==> src/rtl/mem_pkg.sv <==
// Shared definitions for the memory-access path.
// Holds access-size encodings, the 128-bit-load selector, FSM state
// encodings, byte-enable lookup constants and sign-extension helpers.
package mem_pkg;

  // ByteSel encodings (2'b11 falls through to word handling)
  localparam logic [1:0] BS_WORD = 2'b00;
  localparam logic [1:0] BS_BYTE = 2'b01;
  localparam logic [1:0] BS_HALF = 2'b10;

  // L16B value that requests a four-beat 128-bit load
  localparam logic [1:0] L16B_VEC = 2'b01;

  // Byte-enable lookup constants
  localparam logic [3:0] BE_ALL     = 4'b1111;
  localparam logic [3:0] BE_LO_HALF = 4'b0011;
  localparam logic [3:0] BE_HI_HALF = 4'b1100;
  localparam logic [3:0] BE_BYTE0   = 4'b0001;

  typedef enum logic [1:0] {
    ST_IDLE = 2'b00,
    ST_BUSY = 2'b01,
    ST_DONE = 2'b10
  } state_t;

  function automatic logic [31:0] sext8(input logic [7:0] b);
    return {{24{b[7]}}, b};
  endfunction

  function automatic logic [31:0] sext16(input logic [15:0] h);
    return {{16{h[15]}}, h};
  endfunction

endpackage

==> src/rtl/mem_lane_align.sv <==
// Combinational lane steering for a 32-bit little-endian bus.
// Ports:
//   size       - access size (mem_pkg BS_* encodings, 2'b11 = word)
//   addr_lo    - Address[1:0]; bit 0 ignored for halfwords
//   store_data - right-justified store data
//   load_word  - raw bus word for loads
//   be         - store byte enables (bit i = lane i)
//   bus_wdata  - store data replicated onto all lanes
//   load_ext   - selected load lane, sign-extended to 32 bits
module mem_lane_align
  import mem_pkg::*;
(
  input  logic [1:0]  size,
  input  logic [1:0]  addr_lo,
  input  logic [31:0] store_data,
  input  logic [31:0] load_word,
  output logic [3:0]  be,
  output logic [31:0] bus_wdata,
  output logic [31:0] load_ext
);

  logic [31:0] shifted_s;

  // Move the addressed lane down to bit 0 for byte extraction
  assign shifted_s = load_word >> {addr_lo, 3'b000};

  // Byte enables, replicated store data and extended load data per size
  always_comb begin
    be        = BE_ALL;
    bus_wdata = store_data;
    load_ext  = load_word;
    case (size)
      BS_BYTE: begin
        be        = BE_BYTE0 << addr_lo;
        bus_wdata = {4{store_data[7:0]}};
        load_ext  = sext8(shifted_s[7:0]);
      end
      BS_HALF: begin
        be        = addr_lo[1] ? BE_HI_HALF : BE_LO_HALF;
        bus_wdata = {2{store_data[15:0]}};
        load_ext  = addr_lo[1] ? sext16(load_word[31:16]) : sext16(load_word[15:0]);
      end
      default: begin
        be        = BE_ALL;
        bus_wdata = store_data;
        load_ext  = load_word;
      end
    endcase
  end

endmodule

==> src/rtl/mem_access_sequencer.sv <==
// Initiator-side load/store sequencer for a single-port 32-bit valid/ack bus.
// Accepts one request at a time, stalls the pipeline while busy, serialises
// 128-bit loads into four word beats and aborts a beat after TIMEOUT cycles.
// Ports:
//   Clock/Reset         - rising-edge clock, async active-high reset
//   Req_Valid..WriteData - pipeline request
//   Stall/Done/Err      - pipeline handshake (Done/Err one-cycle pulses)
//   ReadData/ReadData128 - load results, held until the next read completes
//   Mem_*               - memory bus
module mem_access_sequencer
  import mem_pkg::*;
#(
  parameter int TIMEOUT = 16,
  parameter int ADDR_W  = 32
) (
  input  logic              Clock,
  input  logic              Reset,
  input  logic              Req_Valid,
  input  logic              MemRead,
  input  logic              MemWrite,
  input  logic [1:0]        ByteSel,
  input  logic [1:0]        L16B,
  input  logic [ADDR_W-1:0] Address,
  input  logic [31:0]       WriteData,
  output logic              Stall,
  output logic              Done,
  output logic              Err,
  output logic [31:0]       ReadData,
  output logic [127:0]      ReadData128,
  output logic              Mem_Req,
  output logic              Mem_We,
  output logic [ADDR_W-1:0] Mem_Addr,
  output logic [31:0]       Mem_WData,
  output logic [3:0]        Mem_BE,
  input  logic              Mem_Ack,
  input  logic [31:0]       Mem_RData
);

  localparam logic [7:0] TMO_LAST = 8'(TIMEOUT - 1);

  state_t              state_r, state_nxt_s;
  logic                accept_s, busy_s, ack_s, last_beat_s, timeout_s;
  logic                we_r, is128_r, done_r, err_r;
  logic [1:0]          size_r, size_eff_s;
  logic [ADDR_W-1:0]   addr_r;
  logic [31:0]         wdata_r, load_word_s, load_ext_s, bus_wdata_s;
  logic [3:0]          be_s;
  logic [2:0]          beat_cnt_r;
  logic [7:0]          tmo_cnt_r;
  logic [127:0]        buf_r, buf_nxt_s, rd128_r;
  logic [31:0]         rd_data_r;

  assign busy_s      = (state_r == ST_BUSY);
  assign ack_s       = busy_s & Mem_Ack;
  assign last_beat_s = is128_r ? (beat_cnt_r == 3'd3) : 1'b1;
  assign timeout_s   = busy_s & ~Mem_Ack & (tmo_cnt_r == TMO_LAST);

  // Next-state logic and request acceptance
  always_comb begin
    state_nxt_s = state_r;
    accept_s    = 1'b0;
    case (state_r)
      ST_IDLE: begin
        if (Req_Valid && (MemRead || MemWrite)) begin
          accept_s    = 1'b1;
          state_nxt_s = ST_BUSY;
        end else begin
          state_nxt_s = ST_IDLE;
        end
      end
      ST_BUSY: begin
        if ((ack_s && last_beat_s) || timeout_s) begin
          state_nxt_s = ST_DONE;
        end else begin
          state_nxt_s = ST_BUSY;
        end
      end
      ST_DONE: state_nxt_s = ST_IDLE;
      default: state_nxt_s = ST_IDLE;
    endcase
  end

  // State register
  always_ff @(posedge Clock or posedge Reset) begin
    if (Reset) begin
      state_r <= ST_IDLE;
    end else begin
      state_r <= state_nxt_s;
    end
  end

  // Drop the incoming bus word into the lane for the current beat
  always_comb begin
    buf_nxt_s = buf_r;
    case (beat_cnt_r[1:0])
      2'd0:    buf_nxt_s[31:0]   = Mem_RData;
      2'd1:    buf_nxt_s[63:32]  = Mem_RData;
      2'd2:    buf_nxt_s[95:64]  = Mem_RData;
      default: buf_nxt_s[127:96] = Mem_RData;
    endcase
  end

  // A 128-bit load reports beat 0 unextended in ReadData
  assign size_eff_s  = is128_r ? BS_WORD : size_r;
  assign load_word_s = is128_r ? buf_nxt_s[31:0] : Mem_RData;

  mem_lane_align u_align (
    .size       (size_eff_s),
    .addr_lo    (addr_r[1:0]),
    .store_data (wdata_r),
    .load_word  (load_word_s),
    .be         (be_s),
    .bus_wdata  (bus_wdata_s),
    .load_ext   (load_ext_s)
  );

  // Request latch, beat/timeout counters and result registers
  always_ff @(posedge Clock or posedge Reset) begin
    if (Reset) begin
      we_r       <= 1'b0;
      is128_r    <= 1'b0;
      size_r     <= 2'b00;
      addr_r     <= {ADDR_W{1'b0}};
      wdata_r    <= 32'h0;
      beat_cnt_r <= 3'd0;
      tmo_cnt_r  <= 8'd0;
      buf_r      <= 128'h0;
      rd128_r    <= 128'h0;
      rd_data_r  <= 32'h0;
      done_r     <= 1'b0;
      err_r      <= 1'b0;
    end else begin
      done_r <= (state_nxt_s == ST_DONE);
      err_r  <= timeout_s;
      if (accept_s) begin
        we_r       <= MemWrite;
        is128_r    <= ~MemWrite & (L16B == L16B_VEC);
        size_r     <= ByteSel;
        addr_r     <= Address;
        wdata_r    <= WriteData;
        beat_cnt_r <= 3'd0;
        tmo_cnt_r  <= 8'd0;
        buf_r      <= 128'h0;
      end else if (ack_s) begin
        buf_r      <= buf_nxt_s;
        beat_cnt_r <= beat_cnt_r + 3'd1;
        tmo_cnt_r  <= 8'd0;
        // Results change only when a read finishes, so stores leave them intact
        if (last_beat_s && !we_r) begin
          rd_data_r <= load_ext_s;
          rd128_r   <= buf_nxt_s;
        end else begin
          rd_data_r <= rd_data_r;
        end
      end else if (timeout_s) begin
        tmo_cnt_r <= 8'd0;
        rd_data_r <= 32'h0;
        rd128_r   <= 128'h0;
      end else if (busy_s) begin
        tmo_cnt_r <= tmo_cnt_r + 8'd1;
      end else begin
        tmo_cnt_r <= tmo_cnt_r;
      end
    end
  end

  assign Stall       = accept_s | busy_s;
  assign Done        = done_r;
  assign Err         = err_r;
  assign ReadData    = rd_data_r;
  assign ReadData128 = rd128_r;

  // Bus fields are derived from latched state so they stay stable until ack
  assign Mem_Req   = busy_s;
  assign Mem_We    = busy_s & we_r;
  assign Mem_BE    = busy_s ? (we_r ? be_s : BE_ALL) : 4'b0000;
  assign Mem_WData = (busy_s & we_r) ? bus_wdata_s : 32'h0;
  assign Mem_Addr  = !busy_s ? {ADDR_W{1'b0}} :
                     is128_r ? {addr_r[ADDR_W-1:4], beat_cnt_r[1:0], 2'b00} :
                               {addr_r[ADDR_W-1:2], 2'b00};

endmodule

==> config.mk <==
export PLATFORM = sky130hd
export DESIGN_NAME = mem_access_sequencer
export DESIGN_NICKNAME = d
export VERILOG_FILES = /design/src/rtl/mem_pkg.sv /design/src/rtl/mem_lane_align.sv /design/src/rtl/mem_access_sequencer.sv
export SDC_FILE = /design/constraint.sdc
export NUM_CORES = 1
export LEC_CHECK = 0
export BUFFER_PORTS_ARGS = -buffer_cell sky130_fd_sc_hd__buf_2
export CAP_MARGIN = 20
export CORE_MARGIN = 4
export CORE_UTILIZATION = 60
export DETAILED_ROUTE_END_ITERATION = 12
export PLACE_DENSITY = 0.89
export SLEW_MARGIN = 5
export SYNTH_ARGS = -nofsm -noshare
export SYNTH_HDL_FRONTEND = slang
export SYNTH_SLANG_ARGS = --single-unit
==> constraint.sdc <==
create_clock -name Clock -period 27.7 [get_ports Clock]
set_clock_uncertainty 0.15 [all_clocks]
set_input_delay 1.385 -clock Clock [delete_from_list [all_inputs] [get_ports Clock]]
set_output_delay 1.385 -clock Clock [all_outputs]
set_load 0.005 [all_outputs]
Word level (Yosys, flattened, before mapping)
Index checks and enable logic that the tools add are counted.
{ "totals": {"regBits": 371, "in_bits": 106, "out_inout_bits": 233, "word_cells": 85} }
{ "op_classes": {"n_addsub": 2, "n_eq_ne": 10, "shifts": 2, "n_mux": 36, "bitwise_logic": 9, "reduce_logical": 13} }
{ "op_table": {"columns": ["operator", "n"], "rows": [
  ["128-bit 2-to-1 mux", 5],
  ["32-bit 2-to-1 mux", 11],
  ["32-bit one-hot mux with 2 select lines", 2],
  ["8-bit 2-to-1 mux", 4],
  ["32-bit by 5-bit >> shifter with 8-bit output", 1],
  ["4-bit 2-to-1 mux", 4],
  ["8-bit by 1-bit adder with 8-bit output (second input constant)", 1],
  ["2-bit by 1-bit equality test with 1-bit output (second input constant)", 4],
  ["8-bit by 4-bit equality test with 1-bit output (second input constant)", 1],
  ["4-bit one-hot mux with 2 select lines", 1],
  ["2-bit equality test (second input constant)", 3],
  ["3-bit 2-to-1 mux", 2],
  ["1-bit AND", 5],
  ["2-bit logical NOT", 2],
  ["1-bit 2-to-1 mux", 4],
  ["2-bit 2-to-1 mux", 2],
  ["2-bit one-hot mux with 2 select lines", 1],
  ["2-bit nonzero test", 2],
  ["4-bit nonzero test", 1],
  ["1-bit by 2-bit left shift with 4-bit output (first input constant)", 1],
  ["3-bit by 1-bit adder with 3-bit output (second input constant)", 1],
  ["3-bit by 2-bit equality test with 1-bit output (second input constant)", 1],
  ["1-bit logical AND", 3],
  ["1-bit inverter", 3],
  ["other kinds (6)", 7]
]} }

Logic depth before layout (Yosys ltp)
Gate-level depths: netlist (run 1).
{ "depth": {"word_depth": 7, "mapped_depth": 11, "mapped_depth_nobuf": 8} }

Modules after synthesis
From an unflattened synthesis (run 1), not the netlist that was laid out.
{ "hier_totals": {"cells_unflattened": 1573, "hier_area_um2": 17271.6} }
{ "by_module_without_submodules": {"columns": ["module", "instances", "cells_each", "area_per_inst_um2"], "rows": [
  ["mem_access_sequencer", 1, 1365, 16080.4],
  ["mem_lane_align", 1, 208, 1191.1]
]} }

Worst setup path before layout (run 1)
No wires, ideal clock.
{ "synth_path": {"path_kind": "flip-flop to output port", "start": "reg is128_r", "end": "out Mem_WData[20]", "arrival_time_ns": 2.045, "t_required_ns": 26.165, "path_slack_ns": 24.120, "stages_incl_launch_ff": 9, "n_path_buf": 4, "cell_sequence": "dfrtp_1 > buf_2 > nand2b_1 > ha_1 > clkbuf_1 > clkbuf_1 > clkbuf_1 > a22oi_1 > nor2_1"} }
{ "synth_between": {"elab_chain_len": 4} }
{ "synth_rtl": {"columns": ["item", "line", "text"], "rows": [
  ["start: declaration", "mem_access_sequencer.sv:43", "logic we_r, is128_r, done_r, err_r;"],
  ["start signal: assignment", "mem_access_sequencer.sv:137", "is128_r <= ~MemWrite & (L16B == L16B_VEC);"],
  ["2-bit 2-to-1 mux (*)", "mem_access_sequencer.sv:104", "assign size_eff_s = is128_r ? BS_WORD : size_r;"],
  ["2-bit equality test / 2-bit by 1-bit equality test with 1-bit output (equally long branches)", "mem_lane_align.sv:32", "case (size)"],
  ["32-bit one-hot mux with 2 select lines (*)", "mem_lane_align.sv:32", null],
  ["32-bit 2-to-1 mux (*)", "mem_access_sequencer.sv:177", "assign Mem_WData = (busy_s & we_r) ? bus_wdata_s : 32'h0;"],
  ["end: declaration", "mem_access_sequencer.sv:33", "output logic [31:0] Mem_WData,"]
]} }
Mark *: on every way between the ends. The rest lies on a longest branch, timed or not.

Final worst setup path (run 1)
{ "layout_path": {"start": "reg state_r[1]", "end": "out Mem_WData[8]"} }
{ "layout_between": {"elab_chain_len": 3} }
{ "layout_rtl": {"columns": ["item", "line", "text"], "rows": [
  ["start: declaration", "mem_access_sequencer.sv:41", "state_t state_r, state_nxt_s;"],
  ["start signal: assignment", "mem_access_sequencer.sv:88", "state_r <= state_nxt_s;"],
  ["2-bit by 1-bit equality test with 1-bit output", "mem_access_sequencer.sv:53", "assign busy_s = (state_r == ST_BUSY);"],
  ["1-bit AND", "mem_access_sequencer.sv:177", null],
  ["32-bit 2-to-1 mux", "mem_access_sequencer.sv:177", null]
]} }
No other way between the ends.

==> flow_summary.ini, run 1 <==
[run_status]
outcome = finished, final reports clean

[logic_synthesis]
yosysWarnings = 0
ys_top_cells_by_count = nand2_1 (476), dfrtp_1 (371), mux2i_1 (166)
synth-async-reset-ratio = 1.00
synth_area_leaders = dfrtp_1 (55%), nand2_1 (10%), mux2i_1 (9.8%)
synth-seq-cells = 371
synth_area_leader_cell = dfrtp_1
syn_area_um2 = 17000
synth_area_per_cell_um2 = 9.71
synth_top_area_share = 0.545
synth_cell_type_count = 52
ys_seq_area_frac = 0.545
synth_edf_count = 0
synth_most_common_cell = nand2_1
syn_inst = 1754
synth_flop_cell = dfrtp_1

[pwr]
internal_power_mw = 1.49
seqPwrFrac = 0.380
switching_share = 0.379
pwr-share-clk = 0.236
total_power_mw = 2.41
power_switching_mw = 0.913
ir_drop_mv = 0.0770
p_comb_frac = 0.384
leakagePower_nw = 10.9
p_per_area_nw_per_um2 = 118

[clock_tree]
cts_htree_levels = 2
cts_tree = built
cts-root-buf = clkbuf_16
clkLatencyLatePin_ns = 0.53
postCtsSetupRepairBufs = 0
clock-sinks = 371
clockBufferDepth = 3
cts_made_buffers = 40
clk_pin_slew_ns = 0.06
cts_hold_buf = 0
cts.repair.resized = 0

[detailed_routing]
drt_wl_total_um = 48800
drt_iter0_markers = 1529
dr.pass1.iters = 5
avgViaCountPerCell = 5.88
ant_nets = 0
drc = 0
wl_per_cell_um = 20.1
dr_total_vias = 14300

[worst_setup_path]
cp-end-kind = primary output
required_ns = 26.16
worst_path_most_repeated_cell = nand2_1
critPathLaunchType = register
crit_type = reg2out
cp_cell_sequence = nand2b_1 -> inv_1 -> nand2_1 -> clkinv_1 -> nand2_1 -> a21oi_1 -> buf_2
crit_arrival_ns = 3.25
critPathMaxFanout = 39
worstSetupStartpoint = state_r[1]
timing.rr.start = beat_cnt_r[0]
slowest_stage = inv_1
cpPeakStageDelay_ns = 0.77

[grt]
grt_pass1_vias = 13900
overflow = 0
grt_max_degree = 154
grtUsageTotal = 0.306
antenna_found_initial = 2
grt_pass1_wl_um = 76200

[cells_and_area]
num-fill-cells = 1965
area_growth_pct = 19.8
nNetsFinal = 2136
final_util = 0.732
drive_gt1_frac = 0.222

[sta]
rsz0062_at_grt = no
finalHoldViolCount = 0
worst_hold_slack_ns = 0.316
slew_headroom = 0.276
fin_crit_sh = 0.173
period_minus_slack_ns = 4.79
tightestPinTransition_ns = 1.09
finalMaxSlewViolations = 0
tns_ns = 0
finalSetupViolations = 0
fin_ws_ns = 22.91
fmax_mhz = 209

[placed_design]
hpwl_um = 32200
preCtsSetupSlack_ns = 22.78
portBuffers = 336
place_congestion = 0.928

[die]
die_w_um = 176
core.rowCount = 61
start_util = 0.611
dieArea_um2 = 31100
coreArea_um2 = 27900
die_h_um = 176
ios = 339

[hold_path]
hold_path_class = reg2reg
worstHoldStart = size_r[0]

[job]
drv_cap = 0
[logic make-up after synthesis]
group | count (synthesis) | share of synthesized area
XOR/XNOR | 6 | 0.00309
multiplexers | 168 | 0.0992
other | 1 | 0.000220
AO/OA/AOI/OAI | 396 | 0.153
buffers and inverters | 163 | 0.0403
adder cells (fa/ha/maj) | 9 | 0.00661
flip-flops | 371 | 0.545
AND/OR/NAND/NOR | 640 | 0.153
[through the flow]
step	instances	cell area, um^2
final	2430	20400
after global routing	2430	20400
after CTS	2423	20300
after detailed placement	2351	18800
after global placement	2348	18800
after floorplan	1755	17000
[final cells by class]
| class | instances | area (um^2) | area share |
|---|---|---|---|
| diodes | 1 | 2.50 | 0.000123 |
| clock buffers | 54 | 1150 | 0.0566 |
| clock inverters | 18 | 259 | 0.0127 |
| inverters | 28 | 113 | 0.00552 |
| multi-input cells | 1221 | 7100 | 0.348 |
| flip-flops and latches | 371 | 9280 | 0.455 |
| well taps | 378 | 473 | 0.0232 |
| repair buffers | 359 | 2010 | 0.0984 |
[placed cells by master, fill, tap and decap left out, types with 3 or more instances in the layout]
cell	n
bufinv_16	6
buf_16	7
nand2b_1	3
o211ai_1	7
buf_4	15
inv_1	26
ha_2	5
xnor2_1	4
o21ai_0	103
o22ai_1	17
a21oi_1	95
nand2_1	476
and3_1	9
ha_1	4
o21bai_1	3
nor2b_1	5
clkinvlp_4	3
nor3_1	3
a221o_1	8
nand3_1	12
nor2_1	87
and2_1	32
buf_2	336
clkbuf_1	5
clkinv_2	6
clkbuf_8	8
o21ai_2	10
a21o_1	64
a22o_1	62
clkbuf_16	41
mux2i_1	166
dfrtp_1	371
a22oi_1	14
[critical path: cells and delay by family (launching register included)]
| kind | cells | cell delay [ns] |
|---|---|---|
| AO/OA/AOI/OAI | 1 | 0.18 |
| buffers and inverters | 3 | 1.21 |
| flip-flops | 1 | 0.45 |
| AND/OR/NAND/NOR | 3 | 0.88 |
[final timing paths]
kind / to / slack (ns) / cells after the start
min: size_r[0] / 0.32 / 2
min reg2reg: size_r[0] / 0.32 / 2
max: Mem_WData[8] / 22.91 / 7
max in group asynchronous: buf_r[26] / 24.94 / 4
min in group asynchronous: ReadData128[71] / 0.71 / 2
max reg2reg: ReadData128[61] / 23.91 / 11
[sequential cells by signal, summed over array words and instances (netlist names)]
signal       cells
ReadData128    128
buf_r          128
ReadData        32
addr_r          32
wdata_r         32
tmo_cnt_r        8
beat_cnt_r       3
size_r           2
state_r          2
Done             1
Err              1
is128_r          1
we_r             1
[power by group through the flow]
stage / combinational, mW / clock (mW) / sequential (mW)
after global placement: 0.865 / 0 / 0.907
after CTS: 0.910 / 0.573 / 0.911
after detailed placement: 0.902 / 0 / 0.915
final: 0.924 / 0.568 / 0.915
after global routing: 1.02 / 0.599 / 0.939
after floorplan: 0.604 / 0 / 0.883
[per-layer routing]
layer / part of all wire / global-route usage
met1: 0.41 / 0.436
met2: 0.47 / 0.477
met3: 0.081 / 0.0552
met4: 0.043 / 0.108
met5: 0.00027 / 0
Power figures use the tool's default switching activity.
==> run 2: changes to the inputs <==
--- a/config.mk
+++ b/config.mk
@@ -5,12 +5,13 @@
 export SDC_FILE = /design/constraint.sdc
 export NUM_CORES = 1
 export LEC_CHECK = 0
+export ABC_AREA = 1
 export BUFFER_PORTS_ARGS = -buffer_cell sky130_fd_sc_hd__buf_2
 export CAP_MARGIN = 20
 export CORE_MARGIN = 4
-export CORE_UTILIZATION = 60
+export CORE_UTILIZATION = 50
 export DETAILED_ROUTE_END_ITERATION = 12
-export PLACE_DENSITY = 0.89
+export PLACE_DENSITY = 0.8
 export SLEW_MARGIN = 5
 export SYNTH_ARGS = -nofsm -noshare
 export SYNTH_HDL_FRONTEND = slang
==> constraint.sdc (replaced) <==
create_clock -name Clock -period 4.2 [get_ports Clock]
set_clock_uncertainty 0.15 [all_clocks]
set_input_delay 0.21 -clock Clock [delete_from_list [all_inputs] [get_ports Clock]]
set_output_delay 0.21 -clock Clock [all_outputs]
set_load 0.005 [all_outputs]
==> run 2 against run 1 <==
Utilization down 9.5 points. Die area up 18%. Largest cell class unchanged. Global-route usage down 0.49 points. Cell count up 19%. Critical path depth up 4. Sequential cell count unchanged. Critical endpoint is now Mem_BE[0]. First-iteration DRC count down 2.9%. Sequential power rose to 6.4 times the previous value. Synthesized area down 0.93%. Sequential share of layout area down 1.2 points. Register-to-register slack worse by 23 ns. Non-clock buffer count up 79.
==> flow_summary.ini, run 2 <==
[run_status]
outcome = finished, final reports clean

[worst_setup_path]
slowest_stage = inv_1
reg2reg_slack_ns = 1.04
crit_arrival_ns = 3.40
cp-end-kind = primary output
cp_cell_sequence = inv_1 -> nand2_1 -> inv_1 -> ha_1 -> clkinv_1 -> nor2_1 -> inv_1 -> nand3_1 -> a21oi_1 -> nor2_1 -> buf_2
crit_type = reg2out
required_ns = 3.84
critPathMaxFanout = 26
worst_path_most_repeated_cell = inv_1
worstReg2RegEnd = ReadData[24]
timing.rr.start = is128_r
critPathLaunchType = register
cpLargestDelayFamily = buffers and inverters
cpPeakStageDelay_ns = 0.51
worstRegToRegCells = 12
path_buf_inv = 5

[die]
start_util = 0.513
coreArea_um2 = 32900
ios = 339
die_h_um = 192
core.rowCount = 66
dieArea_um2 = 36700
die_w_um = 192

[detailed_routing]
wl_per_cell_um = 19.2
dr.pass1.iters = 6
drt_wl_total_um = 55300
drt_iter0_markers = 1484
ant_nets = 0
drc = 0
avgViaCountPerCell = 5.53
dr_total_vias = 16000

[grt]
grt_pass1_vias = 15700
antenna_found_initial = 7
grtUsageTotal = 0.301
grt_max_degree = 159
overflow = 0
grt_pass1_wl_um = 87500

[logic_synthesis]
synth_area_leaders = dfrtp_1 (55%), nand2_1 (17%), o21ai_0 (4.3%)
synth_area_per_cell_um2 = 8.15
synth-seq-cells = 371
synth_edf_count = 0
yosysWarnings = 0
synth_cell_type_count = 33
synth-async-reset-ratio = 1.00
synth_top_area_share = 0.550
syn_area_um2 = 16900
ys_top_cells_by_count = nand2_1 (780), dfrtp_1 (371), o21ai_0 (146)
syn_inst = 2069
ys_seq_area_frac = 0.550
synth_area_leader_cell = dfrtp_1
synth_flop_cell = dfrtp_1
synth_most_common_cell = nand2_1

[pwr]
total_power_mw = 16.0
p_per_area_nw_per_um2 = 761
seqPwrFrac = 0.369
switching_share = 0.417
internal_power_mw = 9.31
pwr-share-clk = 0.222
ir_drop_mv = 0.588
leakagePower_nw = 10.9
p_comb_frac = 0.410
power_switching_mw = 6.65

[cells_and_area]
layout_commonest_cell = nand2_1
nNetsFinal = 2534
final_cell_mix = nand2_1 (780), dfrtp_1 (371), buf_2 (336)
drive_gt1_frac = 0.184
num-fill-cells = 2735
final_util = 0.638
area_growth_pct = 24.2
fin_area_um2 = 21000

[sta]
fmax_mhz = 266
tightestPinTransition_ns = 1.05
period_minus_slack_ns = 3.76
fin_crit_sh = 0.895
finalSetupViolations = 0
finalMaxSlewViolations = 0
finalHoldViolCount = 0
fin_ws_ns = 0.442
slew_headroom = 0.299
rsz0062_at_grt = no

[clock_tree]
cts_htree_levels = 2
clkLatencyLatePin_ns = 0.55
cts_tree = built
clock-sinks = 371
cts_made_buffers = 40
clk_pin_slew_ns = 0.06
clockBufferDepth = 3
cts-root-buf = clkbuf_16

[placed_design]
place_congestion = 0.911
preCtsSetupSlack_ns = 1.04
hpwl_um = 37300
placed_cell_area_um2 = 18800
portBuffers = 336

[hold_path]
hold_path_class = in2reg
worstHoldStart = Mem_RData[25]
holdPathStages = 5
min_to = buf_r[25]

[job]
drv_cap = 0
[run 2: cell count changes after synthesis, moves of 31 or more]
cell / previous run / this run
nand2_1: 476 / 780
mux2i_1: 166 / 0
o21ai_1: 3 / 121
inv_1: 27 / 122
nand3_1: 12 / 106
o211ai_1: 7 / 96
a21o_1: 64 / 0
a22o_1: 62 / 0
a21oi_1: 95 / 42
o21ai_0: 103 / 146
and2_1: 32 / 1
[run 2: how the worst max path moves through the flow]
stage / start / end / slack (ns) / cells after the start
2_1_floorplan: Reset / Done / -1.14 / 1
5_1_grt: is128_r / Mem_BE[0] / 0.08 / 11
6_report: is128_r / Mem_BE[0] / 0.44 / 11
4_1_cts: is128_r / Mem_BE[0] / 0.46 / 11
3_5_place_dp: beat_cnt_r[0] / ReadData[24] / 1.04 / 12
3_3_place_gp: beat_cnt_r[0] / ReadData[28] / 1.10 / 12
[run 2: worst reg2reg max path, stage by stage (launching register included)]
cell	delay, ns
dfrtp_1	0.38
inv_1	0.51
nand2_1	0.18
inv_1	0.10
ha_1	0.43
clkinv_1	0.41
nor2_1	0.23
nand2_1	0.07
o21ai_0	0.07
nor2_1	0.07
nand2_2	0.28
nand3_1	0.12
nand2_1	0.11
[run 2: what timing repair did]
| action | in CTS | in global routing |
|---|---|---|
| gates resized for setup | 0 | 0 |
| hold endpoints to repair | 106 | 0 |
| buffers inserted | 0 | 0 |
| hold buffers | 80 | 0 |
[run 2: cells by family (layout without fill, tap and decap cells)]
logic type               Yosys count  after routing  share of synthesized area
adder cells (fa/ha/maj)            9              9                    0.00668
other                              1              4                   0.000222
flip-flops                       371            371                      0.550
XOR/XNOR                           1              1                   0.000519
AO/OA/AOI/OAI                    419            419                      0.140
AND/OR/NAND/NOR                 1006           1006                      0.239
buffers and inverters            262            636                     0.0630
[run 2: per-layer routing]
metal / part of all wire / up-vias / wire length [um] / global-route usage
li1: - / 7410 / - / -
met1: 0.39 / 7562 / 21500 / 0.398
met2: 0.46 / 836 / 25500 / 0.475
met3: 0.10 / 152 / 5620 / 0.0743
met4: 0.048 / 10 / 2680 / 0.127
met5: 0.0011 / - / 62 / 0
[run 2: metrics by stage]
step           hold WS, ns  instances  TNS, ns
2_1_floorplan        0.170       2070  -422.99
3_3_place_gp         0.155       2737        0
3_5_place_dp         0.158       2737        0
4_1_cts             0.0118       2884        0
5_1_grt             0.0508       2887        0
6_report            0.0259       2888        0
[run 2: layout make-up]
type | instances | area, um^2 | area share
clock buffer | 57 | 1130 | 0.0542
clock inverter | 10 | 183 | 0.00872
sequential | 371 | 9280 | 0.443
antenna | 2 | 5.00 | 0.000239
multi-input combinational | 1437 | 6540 | 0.312
tap | 442 | 553 | 0.0264
timing repair buffer | 438 | 2750 | 0.131
inverter | 131 | 499 | 0.0238
[run 2: power by group through the flow]
stage               clock, mW  sequential, mW  combinational, mW
detailed placement          0            5.89               6.29
finish                   3.53            5.88               6.54
global route             3.74            6.03               7.37
CTS                      3.58            5.86               6.39
global placement            0            5.83               6.14
floorplan                   0            5.74               4.06
